File: src/rtl/riscv_pkg.sv
// Shared definitions for the RV32I-subset core: opcode constants, fetch FSM
// states, and the legal-opcode check used by both fetch and controller.
package riscv_pkg;

  localparam logic [6:0] OP_R_TYPE = 7'b0110011;
  localparam logic [6:0] OP_I_TYPE = 7'b0010011;
  localparam logic [6:0] OP_LW     = 7'b0000011;
  localparam logic [6:0] OP_SW     = 7'b0100011;

  typedef enum logic [1:0] {
    ST_IDLE,
    ST_FETCH,
    ST_ISSUE,
    ST_HALT
  } fetch_state_t;

  function automatic logic is_legal_op(input logic [6:0] op);
    return op inside {OP_R_TYPE, OP_I_TYPE, OP_LW, OP_SW};
  endfunction

endpackage

File: src/rtl/pc_counter.sv
// Program counter: resets to RESET_PC, advances by one word when enabled.
module pc_counter #(
  parameter int unsigned         ADDR_W   = 8,
  parameter logic [ADDR_W-1:0]   RESET_PC = '0
) (
  input  logic              clk,
  input  logic              rst_n,
  input  logic              en,
  output logic [ADDR_W-1:0] pc
);

  // Carry out of the top bit is dropped, so the PC wraps silently.
  always_ff @(posedge clk or negedge rst_n) begin
    if (!rst_n) begin
      pc <= RESET_PC;
    end else if (en) begin
      pc <= pc + ADDR_W'(4);
    end
  end

endmodule

File: src/rtl/instr_fetch.sv
// Instruction-fetch stage: fetches words over req/ack, issues them over
// valid/ready, and halts permanently on an unsupported opcode.
module instr_fetch
  import riscv_pkg::*;
#(
  parameter int unsigned       ADDR_W   = 8,
  parameter logic [ADDR_W-1:0] RESET_PC = '0
) (
  input  logic              clk,
  input  logic              rst_n,
  output logic              imem_req,
  output logic [ADDR_W-1:0] imem_addr,
  input  logic              imem_ack,
  input  logic [31:0]       imem_rdata,
  output logic              instr_valid,
  input  logic              instr_ready,
  output logic [31:0]       Instruction,
  output logic [6:0]        Opcode,
  output logic [ADDR_W-1:0] pc,
  output logic              halted,
  output logic              illegal_op
);

  fetch_state_t state;
  logic [31:0]  ir;
  logic         pc_en;

  assign pc_en = (state == ST_ISSUE) && instr_ready;

  pc_counter #(
    .ADDR_W   (ADDR_W),
    .RESET_PC (RESET_PC)
  ) u_pc_counter (
    .clk   (clk),
    .rst_n (rst_n),
    .en    (pc_en),
    .pc    (pc)
  );

  // Outputs are registered alongside the state so each one is set on the
  // same edge the FSM enters the state that owns it.
  always_ff @(posedge clk or negedge rst_n) begin
    if (!rst_n) begin
      state       <= ST_IDLE;
      ir          <= '0;
      imem_req    <= 1'b0;
      instr_valid <= 1'b0;
      halted      <= 1'b0;
      illegal_op  <= 1'b0;
    end else begin
      case (state)
        ST_IDLE: begin
          state    <= ST_FETCH;
          imem_req <= 1'b1;
        end
        ST_FETCH: begin
          if (imem_ack) begin
            ir       <= imem_rdata;
            imem_req <= 1'b0;
            if (is_legal_op(imem_rdata[6:0])) begin
              state       <= ST_ISSUE;
              instr_valid <= 1'b1;
            end else begin
              state      <= ST_HALT;
              halted     <= 1'b1;
              illegal_op <= 1'b1;
            end
          end
        end
        ST_ISSUE: begin
          if (instr_ready) begin
            state       <= ST_FETCH;
            instr_valid <= 1'b0;
            imem_req    <= 1'b1;
          end
        end
        ST_HALT: begin
          state <= ST_HALT;
        end
        default: begin
          state <= ST_IDLE;
        end
      endcase
    end
  end

  assign imem_addr   = pc;
  assign Instruction = ir;
  assign Opcode      = ir[6:0];

endmodule
File: config.mk
export PLATFORM = sky130hd
export DESIGN_NAME = instr_fetch
export DESIGN_NICKNAME = d
export VERILOG_FILES = /design/src/rtl/riscv_pkg.sv /design/src/rtl/pc_counter.sv /design/src/rtl/instr_fetch.sv
export SDC_FILE = /design/constraint.sdc
export NUM_CORES = 1
export LEC_CHECK = 0
export BUFFER_PORTS_ARGS = -buffer_cell sky130_fd_sc_hd__buf_2
export CAP_MARGIN = 20
export CORE_UTILIZATION = 40
export CTS_CLUSTER_SIZE = 30
export DETAILED_ROUTE_END_ITERATION = 10
export PLACE_DENSITY = 0.77
export SETUP_SLACK_MARGIN = 0.4
export SLEW_MARGIN = 20
export SYNTH_ARGS = -nofsm -noshare
export SYNTH_HDL_FRONTEND = slang
export SYNTH_SLANG_ARGS = --single-unit
export TNS_END_PERCENT = 100
File: constraint.sdc
create_clock -name clk -period 1.38 [get_ports clk]
set_input_delay 0.138 -clock clk [delete_from_list [all_inputs] [get_ports clk]]
set_output_delay 0.138 -clock clk [all_outputs]
set_load 0.005 [all_outputs]
Yosys cells after proc, flatten, opt, wreduce, memory -nomap -nowiden
Cells that the tools add are included.
{"block": "word_totals", "reg_bits": 45, "inputBits": 36, "output_inout_bits": 59, "wordCells": 39}
{"block": "op_classes", "n_eq_ne": 10, "add_sub_neg": 1, "reduce_logical": 10, "bitwise": 1, "mux": 11}
{"operator": "$eq 7x6->1 const B", "count": 2}
{"operator": "$add 8x3->8 const B", "count": 1}
{"operator": "$pmux 2 s4", "count": 1}
{"operator": "$eq 7x2->1 const B", "count": 1}
{"operator": "$eq 7x5->1 const B", "count": 1}
{"operator": "$mux 1", "count": 6}
{"operator": "$ne 2x2->1 const B", "count": 3}
{"operator": "$reduce_and 3->1", "count": 2}
{"operator": "$eq 2x2->1 const B", "count": 2}
{"operator": "$mux 2", "count": 2}
{"operator": "$reduce_and 2->1", "count": 2}
{"operator": "$reduce_and 4->1", "count": 1}
{"operator": "$reduce_bool 4->1", "count": 1}
{"operator": "$pmux 1 s3", "count": 1}
{"operator": "$reduce_bool 3->1", "count": 1}
{"operator": "$eq 2x1->1 const B", "count": 1}
{"operator": "$logic_not 2->1", "count": 1}
{"operator": "$pmux 1 s2", "count": 1}
{"operator": "$reduce_bool 2->1", "count": 1}
{"operator": "$logic_and 1x1->1", "count": 1}
{"operator": "$not 1->1", "count": 1}

Logic depth before layout (Yosys ltp)
Gate-level depths: netlist (run 1).
{"block": "logic_depth", "depth_word": 5, "ltp_mapped": 4, "ltp_nobuf": 4}

Hierarchy
From an unflattened synthesis (run 1), not the netlist that was laid out.
{"block": "hier_totals", "hier_cells": 127, "hier_area_um2": 1916.8}
{"module": "instr_fetch", "area_per_inst_um2": 1647.8, "seq_area_each_um2": 925.9, "n_inst": 1, "cells_per_inst": 106}
{"module": "pc_counter", "area_per_inst_um2": 269.0, "seq_area_each_um2": 150.1, "n_inst": 1, "cells_per_inst": 21}

Worst setup path before layout (run 1)
OpenSTA, ideal clock, no wires.
{"block": "synth_path", "path_kind": "flip-flop to flip-flop", "startpoint": "register state[1]", "endpoint": "register state[0]", "setup_slack_ns": 0.033, "required_ns": 1.256, "n_path_buf": 0, "setup_ns": 0.124, "synth_period_minus_slack_ns": 1.347, "path_stages_with_launch": 4, "arrival_ns": 1.223, "path_cell_list": "dfrtp_1 -> nand3b_4 -> or4b_1 -> o31a_1"}
{"block": "synth_between", "elab_chain_cells": 3, "elab_cells_between_ends": 8, "cone_classes": "eq/ne: 5; mux: 1; reduce/logical: 2"}
{"element": "from (decl)", "line": "instr_fetch.sv:24", "source": "fetch_state_t state;"}
{"element": "from (signal assigned)", "line": "instr_fetch.sv:44", "source": "state <= ST_IDLE;"}
{"element": "from (signal assigned)", "line": "instr_fetch.sv:53", "source": "state <= ST_FETCH;"}
{"element": "from (signal assigned)", "line": "instr_fetch.sv:61", "source": "state <= ST_ISSUE;"}
{"element": "$eq 2x2->1 or $eq 2x1->1 (tied branches)", "line": "instr_fetch.sv:51", "source": "case (state)"}
{"element": "$ne 2x2->1 (no line)"}
{"element": "$reduce_and 2->1 (no line)"}
Several ways; a longest one is shown, not always the timed one.
A chain may end at the register's enable or synchronous reset.

Final worst setup path (run 1)
{"block": "layout_path", "startpoint": "register state[1]", "endpoint": "register u_pc_counter.pc[3]"}
{"block": "layout_between", "elab_chain_cells": 2}
{"element": "$eq 2x2->1", "line": "instr_fetch.sv:28", "source": "assign pc_en = (state == ST_ISSUE) && instr_ready;"}
{"element": "$logic_and 1x1->1", "line": "instr_fetch.sv:28"}
{"element": "to (signal assigned)", "line": "pc_counter.sv:17", "source": "pc <= pc + ADDR_W'(4);"}
{"element": "to (decl)", "line": "pc_counter.sv:9", "source": "output logic [ADDR_W-1:0] pc"}
Every way passes these cells.

==> results of run 1 <==
==> power by group <==
group	internal (µW)	switching, µW	total, µW
sequential	1400	73.1	1480
clock	354	416	770
combinational	259	166	425
==> cells by family (layout without fill, tap and decap cells) <==
| logic type | after synthesis | count (layout) | synth area share |
|---|---|---|---|
| AND/OR/NAND/NOR | 16 | 16 | 0.0540 |
| XOR/XNOR | 5 | 5 | 0.0242 |
| buffers and inverters | 23 | 119 | 0.0873 |
| other | 1 | 4 | 0.00208 |
| AO/OA/AOI/OAI | 6 | 6 | 0.0242 |
| adder cells (fa/ha/maj) | 1 | 1 | 0.00692 |
| flip-flops | 43 | 43 | 0.596 |
| multiplexers | 33 | 33 | 0.206 |
==> synth_stat cells (2+ instances only) <==
| master | n |
|---|---|
| dfrtp_1 | 43 |
| mux2_2 | 33 |
| buf_4 | 18 |
| nand2_1 | 6 |
| buf_2 | 3 |
| nor2_1 | 3 |
| xor2_1 | 3 |
| a21oi_1 | 2 |
| inv_1 | 2 |
| xnor2_1 | 2 |
==> cell type report <==
| class | instances | area (µm²) | area share |
|---|---|---|---|
| clock buffer | 6 | 72.6 | 0.0291 |
| clock inverter | 2 | 12.5 | 0.00503 |
| inverter | 2 | 10.0 | 0.00402 |
| multi-input combinational | 65 | 604 | 0.243 |
| sequential | 43 | 1080 | 0.433 |
| tap | 52 | 65.1 | 0.0261 |
| timing repair buffer | 109 | 648 | 0.260 |
==> sequential cells by signal, indices dropped and copies added (netlist names) <==
name	cells
Instruction	32
illegal_op	1
imem_req	1
instr_valid	1
state	2
u_pc_counter.pc	6
==> cells in the final DEF, fill, tap and decap left out, drive strengths merged <==
master,count
buf,108
dfrtp,43
mux2,33
nand2,6
clkbuf,6
conb,4
nor2,3
xor2,3
xnor2,2
a21oi,2
nand3b,2
inv,2
or4b,1
o31a,1
nand4b,1
nand4,1
a21boi,1
o32a,1
nor4,1
o21bai,1
nor3,1
ha,1
clkinvlp,1
clkinv,1
dlygate4sd3,1
==> how the worst min path moves through the flow <==
stage          cells past startpoint           start                 end
5_1_grt                            2  imem_rdata[25]     Instruction[25]
4_1_cts                            2  imem_rdata[31]     Instruction[31]
3_3_place_gp                       1           rst_n  u_pc_counter.pc[5]
6_report                           2  imem_rdata[31]     Instruction[31]
3_5_place_dp                       1           rst_n  u_pc_counter.pc[7]
2_1_floorplan                      0           rst_n      Instruction[0]
==> what timing repair did <==
action	4_1_cts	5_1_grt
pin swaps	3	4
resized for setup	9	6
gates cloned	1	0
hold buffers	1	0
setup endpoints to repair	54	74
buffers inserted	8	5
endpoints found under the hold margin	18	0
==> stage by stage <==
| step | cells | util | total power, µW |
|---|---|---|---|
| 2_1_floorplan | 131 | - | 1700 |
| 3_3_place_gp | 256 | 0.512 | 1910 |
| 3_5_place_dp | 256 | 0.512 | 1930 |
| 4_1_cts | 274 | 0.559 | 2720 |
| 5_1_grt | 279 | 0.572 | 2810 |
| 6_report | 279 | 0.572 | 2670 |
==> metal layers <==
metal | routed length, µm | vias up
met3 | 256 | 6
met1 | 1610 | 622
met4 | 43 | 0
li1 | - | 615
met2 | 1630 | 69
met5 | 0 | -
==> summary.txt, run 1 <==
Outcome
  – Outcome: finished, final reports clean

Die
  – Die X: 69.2 µm
  – Die Span Y: 69.2 µm
  – Initial Util: 0.415
  – Die area: about 4800 µm²
  – Core footprint: 4350 µm²
  – Rows: 24
  – IO Pins: 95

Timing
  – Min Tclk post-route: around 1.3 ns
  – Fin crit share: 0.923
  – Final setup viols: 0
  – Hold_ws: 0.0725 ns
  – Final max-slew violation count: 0
  – Fmax: 0.785 GHz
  – Hold Fails Final Rpt: 0
  – RSZ-0062 raised after global routing: true
  – Setup TNS: 0 ns
  – Clk_skew: between 0.005 and 0.006 ns
  – Worst setup margin: 0.106 ns

Route
  – Routed length per placed instance: 12.7 µm
  – Vias per std cell: 4.70
  – Via count: roughly 1300
  – DR DRC count: 0
  – Routed wire length: 3540 µm
  – Antenna viol nets, final: 0
  – Initial DRC Count: 36
  – 1st-pass router iterations: 3

Setup path
  – Slowest cell on crit path: dfrtp_1
  – Crit path depth: 5
  – Crit-path leading delay family: flip-flops
  – Register-to-register setup slack: about 0.11 ns
  – Crit-path max FO: 4
  – CP Cell Sequence: buf_4 -> buf_6 -> buf_6 -> nand3b_1 -> mux2_4
  – R2R Path End: u_pc_counter.pc[3]
  – Worst Setup End Kind: flop
  – Worst Reg-to-Reg Cells: 5
  – Crit path kind: flop to flop
  – Worst EP required: 1.55 ns
  – CP peak stage delay: 0.38 ns
  – Crit path to: u_pc_counter.pc[3]
  – Crit path DAT: 1.45 ns
  – Worst setup startpoint: state[1]
  – Startpoint Class: flop
  – R2R Path Start: state[1]
  – Most frequent CP cell: buf_6
  – CP Buf/Inv Count: 3

Pwr
  – Max VDD drop: roughly 0.65 mV
  – Leak pwr: 0.00136 µW
  – Pwr dens: 1070 nW/µm²

Synth
  – Unique cell type count in the Yosys netlist: 23
  – Sequential area share after synthesis: 0.596
  – Leading area contributor after synthesis: dfrtp_1
  – Avg Cell Area, Syn: 14.1 µm²
  – Number of synthesis warnings: 0
  – Synth top area share: 0.596
  – Post-Synthesis Cells: between 100 and 150
  – Ys flop type: dfrtp_1
  – Top post-synthesis cells by area: dfrtp_1 (60%), mux2_2 (21%), buf_4 (7.5%)
  – Syn Std Cell Area: 1810 µm²
  – Number of synthesized flops with an enable pin: 0
  – Flops & latches, synth: 43
  – FFs w/ async S/R, synth: 1.00

Global routing
  – GR Util met3: 0.0523
  – Grt met2 use: 0.234
  – Pin count of the biggest net entering global routing: 26
  – Total global-route track usage: 0.151
  – Busiest grt layer: met2
  – Vias in the first global route: 1260
  – Met1 Resource Use GR: 0.198
  – Initial antenna violation count: 0
  – Global-route wire length before repair: 5710 µm
  – Global route overflow: 0

Placed design
  – Place WS: 0.0282 ns
  – DPL Wire Length: approximately 2500 µm
  – Placed cell area: 2230 µm²
  – PortBufs: 90
  – GP Congestion: ~0.66

Clock tree
  – CTS tree: done
  – Num CTS Buffers: 5
  – H-tree Lvls: 2
  – Root Buffer: clkbuf_8
  – CTS clock-pin slew for the worst setup and hold paths: 0.08 ns
  – Clock sink count: 43
  – Skew-Pair Late Insertion Delay: slightly below 0.3 ns
  – Bufs on Longest Clock Path: 2

Flow run
  – Max cap viols: 0

Cells and area
  – Fin nets: between 200 and 300
  – Share of cells above drive strength 1: 0.687
  – P&R area growth vs syn: 37.8%
  – Diodes inserted: 0
  – Post-route cell area: 2490 µm²
  – Fill count: 365

Worst hold path
  – Hold WC Path Type: input pin to flop
No activity file was read; power rests on OpenSTA's default activity.
==> run 2, diff against run 1 <==
CORE_UTILIZATION = 41   (was 40)
PLACE_DENSITY = 0.78   (was 0.77)
SYNTH_HIERARCHICAL = 1   (was unset)
==> run 2 against run 1 <==
Net effect:
- synthesized area grew 6.1%
- clock skew is 0.0028 ns lower
- register-to-register slack gained 0.08 ns
- via count grew 2.3%
- routed wire length is 10% higher
- worst hold slack got worse by 0.0026 ns
- die area is 3.4% higher
- fmax up 6.8%
- sequential share of layout area down 2.9 points
- worst setup slack gained 0.081 ns
- first-iteration DRC count decreased by 64%
- non-clock buffer count is 13 higher
==> summary.txt, run 2 <==
Synth
  – Avg Cell Area, Syn: 15.1 µm² (was 14.1 µm²)
  – Post-Synthesis Cells: 127 (was 128)
  – Leading area contributor after synthesis: dfrtp_1 (unchanged)
  – Synth top area share: 0.561 (was 0.596)
  – Flops & latches, synth: 43 (unchanged)
  – Count leader, synth: dfrtp_1 (unchanged)
  – FFs w/ async S/R, synth: 1.00 (unchanged)
  – Post-synth top cells: dfrtp_1 (43), mux2_4 (27), buf_4 (18) (was dfrtp_1 (43), mux2_2 (33), buf_4 (18))
  – Sequential area share after synthesis: 0.561 (was 0.596)
  – Top post-synthesis cells by area: dfrtp_1 (56%), mux2_4 (21%), buf_4 (7.0%) (was dfrtp_1 (60%), mux2_2 (21%), buf_4 (7.5%))
  – Number of synthesis warnings: 6 (was 0)
  – Ys flop type: dfrtp_1 (unchanged)
  – Unique cell type count in the Yosys netlist: 24 (was 23)
  – Syn Std Cell Area: 1920 µm² (was 1810 µm²)
  – Number of synthesized flops with an enable pin: 0 (unchanged)

Timing
  – Hold Fails Final Rpt: 0 (unchanged)
  – Fin crit share: 0.865 (was 0.923)
  – Setup TNS: 0 ns (unchanged)
  – Final setup viols: 0 (unchanged)
  – Clk_skew: 0.00283 ns (was 0.00562 ns)
  – Final max-slew violation count: 0 (unchanged)
  – Min Tclk post-route: 1.19 ns (was 1.27 ns)
  – Fmax: 0.838 GHz (was 0.785 GHz)
  – RSZ-0062 raised after global routing: true (unchanged)

Route
  – Routed wire length: 3910 µm (was 3540 µm)
  – Antenna viol nets, final: 0 (unchanged)
  – Routed length per placed instance: 13.5 µm (was 12.7 µm)
  – DR DRC count: 0 (unchanged)
  – 1st-pass router iterations: 4 (was 3)
  – Via count: 1342 (was 1312)
  – Initial DRC Count: 13 (was 36)
  – Vias per std cell: 4.64 (was 4.70)

Cells and area
  – Diodes inserted: 0 (unchanged)
  – Most common cell after layout, fill and taps aside: buf_2 (unchanged)
  – Largest register FFs: 32 (unchanged)
  – Final Util: 0.607 (was 0.572)
  – Most frequent cells in the layout: buf_2 (88), dfrtp_1 (39), mux2_4 (31) (was buf_2 (90), dfrtp_1 (42), mux2_2 (32))
  – Non-filler instance count after layout: 289 (was 279)
  – Share of cells above drive strength 1: 0.730 (was 0.687)
  – Fin nets: 273 (was 263)
  – Post-route cell area: 2680 µm² (was 2490 µm²)
  – P&R area growth vs syn: 39.9% (was 37.8%)
  – Fill count: 365 (unchanged)

Pwr
  – Pwr dens: 988 nW/µm² (was 1070 nW/µm²)
  – Psw: 636 µW (was 656 µW)
  – Leak pwr: 0.00156 µW (was 0.00136 µW)
  – Clock network power share: 0.290 (was 0.288)
  – Logic pwr share: 0.171 (was 0.159)
  – Max VDD drop: 0.536 mV (was 0.651 mV)
  – Power Internal: 2010 µW (was 2020 µW)
  – Tot Pwr: 2650 µW (was 2670 µW)
  – Sw Share: 0.240 (was 0.245)
  – Seq pwr share: 0.539 (was 0.552)

Setup path
  – Register-to-register setup slack: 0.19 ns (was 0.11 ns)
  – Slowest cell on crit path: dfrtp_2 (was dfrtp_1)
  – R2R Path End: Instruction[9] (was u_pc_counter.pc[3])
  – Startpoint Class: flop (unchanged)
  – Crit-path max FO: 8 (was 4)
  – Crit path kind: flop to flop (unchanged)
  – Worst Reg-to-Reg Cells: 3 (was 5)
  – Worst Setup End Kind: flop (unchanged)
  – CP peak stage delay: 0.45 ns (was 0.38 ns)
  – R2R Path Start: state[0] (was state[1])
  – Crit path depth: 3 (was 5)
  – CP Cell Sequence: nand3b_4 -> buf_8 -> mux2_2 (was buf_4 -> buf_6 -> buf_6 -> nand3b_1 -> mux2_4)
  – Crit path DAT: 1.37 ns (was 1.45 ns)
  – Worst EP required: 1.56 ns (was 1.55 ns)
  – CP Buf/Inv Count: 1 (was 3)
  – Crit-path leading delay family: flip-flops (unchanged)

Die
  – IO Pins: 95 (unchanged)
  – Die X: 70.4 µm (was 69.2 µm)
  – Die area: 4950 µm² (was 4790 µm²)
  – Core footprint: 4410 µm² (was 4350 µm²)
  – Initial Util: 0.434 (was 0.415)
  – Die Span Y: 70.4 µm (was 69.2 µm)
  – Rows: 24 (unchanged)

Global routing
  – Vias in the first global route: 1278 (was 1260)
  – Total global-route track usage: 0.159 (was 0.151)
  – Pin count of the biggest net entering global routing: 20 (was 26)
  – Global-route wire length before repair: 5980 µm (was 5710 µm)
  – Global route overflow: 0 (unchanged)
  – Initial antenna violation count: 0 (unchanged)

Worst hold path
  – Hold path depth: 2 (unchanged)
  – Hold WC Path Type: input pin to flop (unchanged)
  – Hold wc startpoint: imem_rdata[22] (was imem_rdata[31])
  – Worst Hold End: Instruction[22] (was Instruction[31])

Clock tree
  – Clock sink count: 43 (unchanged)
  – Bufs on Longest Clock Path: 2 (unchanged)
  – H-tree Lvls: 2 (unchanged)
  – Root Buffer: clkbuf_8 (unchanged)
  – CTS tree: done (unchanged)
  – CTS clock-pin slew for the worst setup and hold paths: 0.08 ns (about the same)
  – Skew-Pair Late Insertion Delay: 0.29 ns (about the same)
  – Num CTS Buffers: 5 (unchanged)

Outcome
  – Outcome: finished, final reports clean (unchanged)

Placed design
  – DPL Wire Length: 2810 µm (was 2490 µm)
  – GP Congestion: 0.739 (was 0.660)
  – Inst Count DP: 256 (unchanged)
  – PortBufs: 90 (unchanged)
  – Placed cell area: 2330 µm² (was 2230 µm²)

Flow run
  – Max cap viols: 0 (unchanged)
run 2: timing repair:
item                       4_1_cts  5_1_grt
pin swaps                        5        3
setup endpoints to repair       53       80
hold endpoints to repair        14        0
cloned                           0        0
setup buffers                   11       13
hold buffers                     1        0
resized for setup               16        7
run 2: power groups by stage:
stage / combinational (µW) / clock [µW] / sequential (µW)
finish: 454 / 768 / 1430
global placement: 385 / 0 / 1450
floorplan: 196 / 0 / 1460
CTS: 407 / 788 / 1430
global route: 493 / 847 / 1440
detailed placement: 393 / 0 / 1450
run 2: worst max path at each step:
stage / start / endpoint / slack, ns
3_3_place_gp: state[0] / Instruction[24] / 0.12
5_1_grt: state[1] / Instruction[18] / 0.16
4_1_cts: state[1] / Instruction[13] / 0.18
6_report: state[0] / Instruction[9] / 0.19
2_1_floorplan: state[1] / Instruction[0] / 0.19
3_5_place_dp: state[0] / Instruction[23] / 0.09
run 2: per-stage QoR:
step / hold WS, ns / setup slack [ns]
after floorplan: -0.158 / 0.192
after global placement: 0.0616 / 0.116
after detailed placement: 0.0670 / 0.0862
after CTS: 0.0624 / 0.184
after global routing: 0.0546 / 0.157
final: 0.0699 / 0.186
run 2: layout make-up:
type | count | area (µm²) | share of cell area
clock inverters | 3 | 15.0 | 0.00560
flip-flops and latches | 43 | 1080 | 0.403
multi-input cells | 63 | 712 | 0.266
repair buffers | 122 | 736 | 0.274
well taps | 52 | 65.1 | 0.0243
clock buffers | 5 | 68.8 | 0.0257
inverters | 1 | 3.75 | 0.00140
run 2: logic make-up after synthesis:
| kind of cell | synth area share |
|---|---|
| flip-flops | 0.561 |
| multiplexers | 0.247 |
| buffers and inverters | 0.0901 |
| AND/OR/NAND/NOR | 0.0496 |
| AO/OA/AOI/OAI | 0.0209 |
| XOR/XNOR | 0.0229 |
| adder cells (fa/ha/maj) | 0.00653 |
| other | 0.00196 |
run 2: per-layer routing:
metal,vias to the layer above,routed length (µm),GRT usage
met5,-,0,0
met4,0,67,0.0800
met3,5,217,0.0404
met2,53,1920,0.257
met1,655,1710,0.195
li1,629,-,-
==> run 3, diff against run 2 <==
CORE_MARGIN = 2   (was unset)
CORE_UTILIZATION = 40   (was 41)
PLACE_DENSITY = 0.77   (was 0.78)
SYNTH_HIERARCHICAL = unset   (was 1)
clock period = 1.05 ns   (was 1.38 ns; I/O delays follow)
==> run 3 against run 2 <==
Net effect:
- die area rose by 2.4%
- clock power rose by 29%
- critical path depth did not move
- the flow now finishes with violations (setup timing)
- sequential power rose by 36%
- final cell count fell by 0.69%
- non-clock buffer count fell by 5
- routed wire length fell by 4.9%
- worst hold slack got worse by 0.030 ns
- largest cell class unchanged
- first-iteration DRC count rose to 2.8 times the previous value
- global-route usage fell by 0.37 points
- flip-flop and latch count did not move
- critical endpoint is now state[0]
- total power rose by 33%
==> summary.txt, run 3 (synthesis results as in run 1) <==
Timing
  – Clk_skew: 0.00731 ns (was 0.00283 ns)
  – Min Tclk post-route: 1.29 ns (was 1.19 ns)
  – RSZ-0062 raised after global routing: true (unchanged)
  – Final max-slew violation count: 0 (unchanged)
  – Fmax: 0.777 GHz (was 0.838 GHz)
  – Worst setup margin: -0.237 ns (was 0.186 ns)
  – Final setup viols: 39 (was 0)
  – Fin crit share: 1.23 (was 0.865)
  – Hold Fails Final Rpt: 0 (unchanged)

Route
  – Via count: 1341 (was 1342)
  – Routed wire length: 3720 µm (was 3910 µm)
  – 1st-pass router iterations: 3 (was 4)
  – Antenna viol nets, final: 0 (unchanged)
  – Initial DRC Count: 36 (was 13)
  – Vias per std cell: 4.67 (was 4.64)
  – Routed length per placed instance: 13.0 µm (was 13.5 µm)
  – DR DRC count: 0 (unchanged)

Pwr
  – Clock network power share: 0.281 (was 0.290)
  – Psw: 838 µW (was 636 µW)
  – Seq pwr share: 0.552 (was 0.539)
  – Leak pwr: 0.00141 µW (was 0.00156 µW)
  – Logic pwr share: 0.167 (was 0.171)
  – Pwr dens: 1360 nW/µm² (was 988 nW/µm²)
  – Power Internal: 2670 µW (was 2010 µW)
  – Max VDD drop: 0.996 mV (was 0.536 mV)
  – Sw Share: 0.239 (was 0.240)

Outcome
  – Failing checks: setup timing
  – Outcome: finished with violations (was finished, final reports clean)

Setup path
  – Crit path kind: flop to flop (unchanged)
  – Slowest cell on crit path: or4b_4 (was dfrtp_2)
  – Crit-path max FO: 3 (was 8)
  – CP peak stage delay: 0.53 ns (was 0.45 ns)
  – Crit-path leading delay family: simple AND/OR/NAND/NOR gates (was flip-flops)
  – CP Buf/Inv Count: 0 (was 1)
  – Crit path depth: 3 (unchanged)
  – CP Cell Sequence: nand3b_4 -> or4b_4 -> o31a_1 (was nand3b_4 -> buf_8 -> mux2_2)
  – Startpoint Class: flop (unchanged)
  – Crit path DAT: 1.47 ns (was 1.37 ns)
  – Worst EP required: 1.23 ns (was 1.56 ns)
  – Worst Setup End Kind: flop (unchanged)
  – Worst Reg-to-Reg Cells: 3 (unchanged)

Global routing
  – Initial antenna violation count: 0 (unchanged)
  – Pin count of the biggest net entering global routing: 44 (was 20)
  – Global route overflow: 0 (unchanged)
  – Vias in the first global route: 1308 (was 1278)
  – Total global-route track usage: 0.155 (was 0.159)
  – Global-route wire length before repair: 6030 µm (was 5980 µm)

Placed design
  – PortBufs: 90 (unchanged)
  – DPL Wire Length: 2610 µm (was 2810 µm)
  – Placed cell area: 2290 µm² (was 2330 µm²)
  – Inst Count DP: 264 (was 256)
  – GP Congestion: 0.705 (was 0.739)

Clock tree
  – Skew-Pair Late Insertion Delay: 0.29 ns (about the same)
  – Root Buffer: clkbuf_8 (unchanged)
  – Num CTS Buffers: 5 (unchanged)
  – H-tree Lvls: 2 (unchanged)
  – Clock sink count: 43 (unchanged)
  – CTS tree: done (unchanged)
  – Bufs on Longest Clock Path: 2 (unchanged)
  – CTS clock-pin slew for the worst setup and hold paths: 0.08 ns (about the same)

Cells and area
  – Post-route cell area: 2570 µm² (was 2680 µm²)
  – Fin nets: 271 (was 273)
  – P&R area growth vs syn: 42.5% (was 39.9%)
  – Non-filler instance count after layout: 287 (was 289)
  – Largest register FFs: 32 (unchanged)
  – Share of cells above drive strength 1: 0.685 (was 0.730)
  – Diodes inserted: 0 (unchanged)
  – Most frequent cells in the layout: buf_2 (84), dfrtp_1 (43), mux2_2 (33) (was buf_2 (88), dfrtp_1 (39), mux2_4 (31))
  – Most common cell after layout, fill and taps aside: buf_2 (unchanged)

Die
  – Rows: 24 (unchanged)
  – Die X: 71.2 µm (was 70.4 µm)
  – Die area: 5070 µm² (was 4950 µm²)
  – IO Pins: 95 (unchanged)
  – Core footprint: 4350 µm² (was 4410 µm²)
  – Die Span Y: 71.2 µm (was 70.4 µm)
  – Initial Util: 0.415 (was 0.434)

Worst hold path
  – Hold path depth: 2 (unchanged)
  – Hold WC Path Type: input pin to flop (unchanged)

Flow run
  – Max cap viols: 0 (unchanged)
==> run 3: cell count changes in the layout (fill, tap and decap cells not counted), moves of 3 or more <==
cell,delta
mux2_2,+31
buf_6,+5
buf_8,-3
buf_2,-4
buf_4,-6
mux2_4,-31
dfrtp_1,+4
dfrtp_2,-4
nand2_1,+3
==> run 3: stage by stage <==
| stage | total power, µW | hold slack, ns | util | worst slack, ns | TNS [ns] |
|---|---|---|---|---|---|
| after floorplan | 2240 | -0.191 | - | -0.297 | -5.85 |
| after global placement | 2520 | 0.0988 | 0.526 | -0.213 | -5.70 |
| after detailed placement | 2550 | 0.0994 | 0.526 | -0.259 | -6.40 |
| after CTS | 3580 | 0.0292 | 0.586 | -0.239 | -6.49 |
| after global routing | 3750 | 0.0181 | 0.591 | -0.288 | -8.84 |
| final | 3510 | 0.0399 | 0.591 | -0.237 | -6.57 |
==> run 3: layout make-up <==
class	count	area, µm²
clock buffer	7	76.3
clock inverter	1	5.00
fill	360	1780
inverter	2	7.51
multi-input combinational	65	596
sequential	43	1080
tap	52	65.1
timing repair buffer	117	749
==> run 3: path summary, 6_finish.rpt <==
check / from / endpoint / slack [ns]
min in group asynchronous: rst_n / u_pc_counter.pc[3] / 0.33
min reg2reg: Instruction[23] / Instruction[23] / 0.50
max: state[1] / state[0] / -0.24
max reg2reg: state[1] / state[0] / -0.24
min: imem_rdata[23] / Instruction[23] / 0.04
max in group asynchronous: rst_n / Instruction[11] / 0.52
==> run 3: power by group through the flow <==
stage | registers [µW] | logic (µW) | clock network [µW]
6_report | 1940 | 587 | 987
5_1_grt | 1970 | 651 | 1130
4_1_cts | 1940 | 601 | 1030
3_5_place_dp | 1970 | 576 | 0
3_3_place_gp | 1960 | 560 | 0
2_1_floorplan | 1990 | 246 | 0
==> run 3: routing by layer <==
layer	track usage	vias up	wire (µm)
met5	0	-	0
li1	-	630	-
met1	0.187	632	1550
met2	0.247	73	1730
met3	0.0670	6	384
met4	0.0566	0	52
==> run 3: timing repair <==
item,in CTS,in global routing
setup endpoints to repair,98,98
gates cloned,1,0
hold buffers,1,0
buffers inserted,10,3
gates resized for setup,16,1
pin swaps,0,1
hold endpoints to repair,43,0
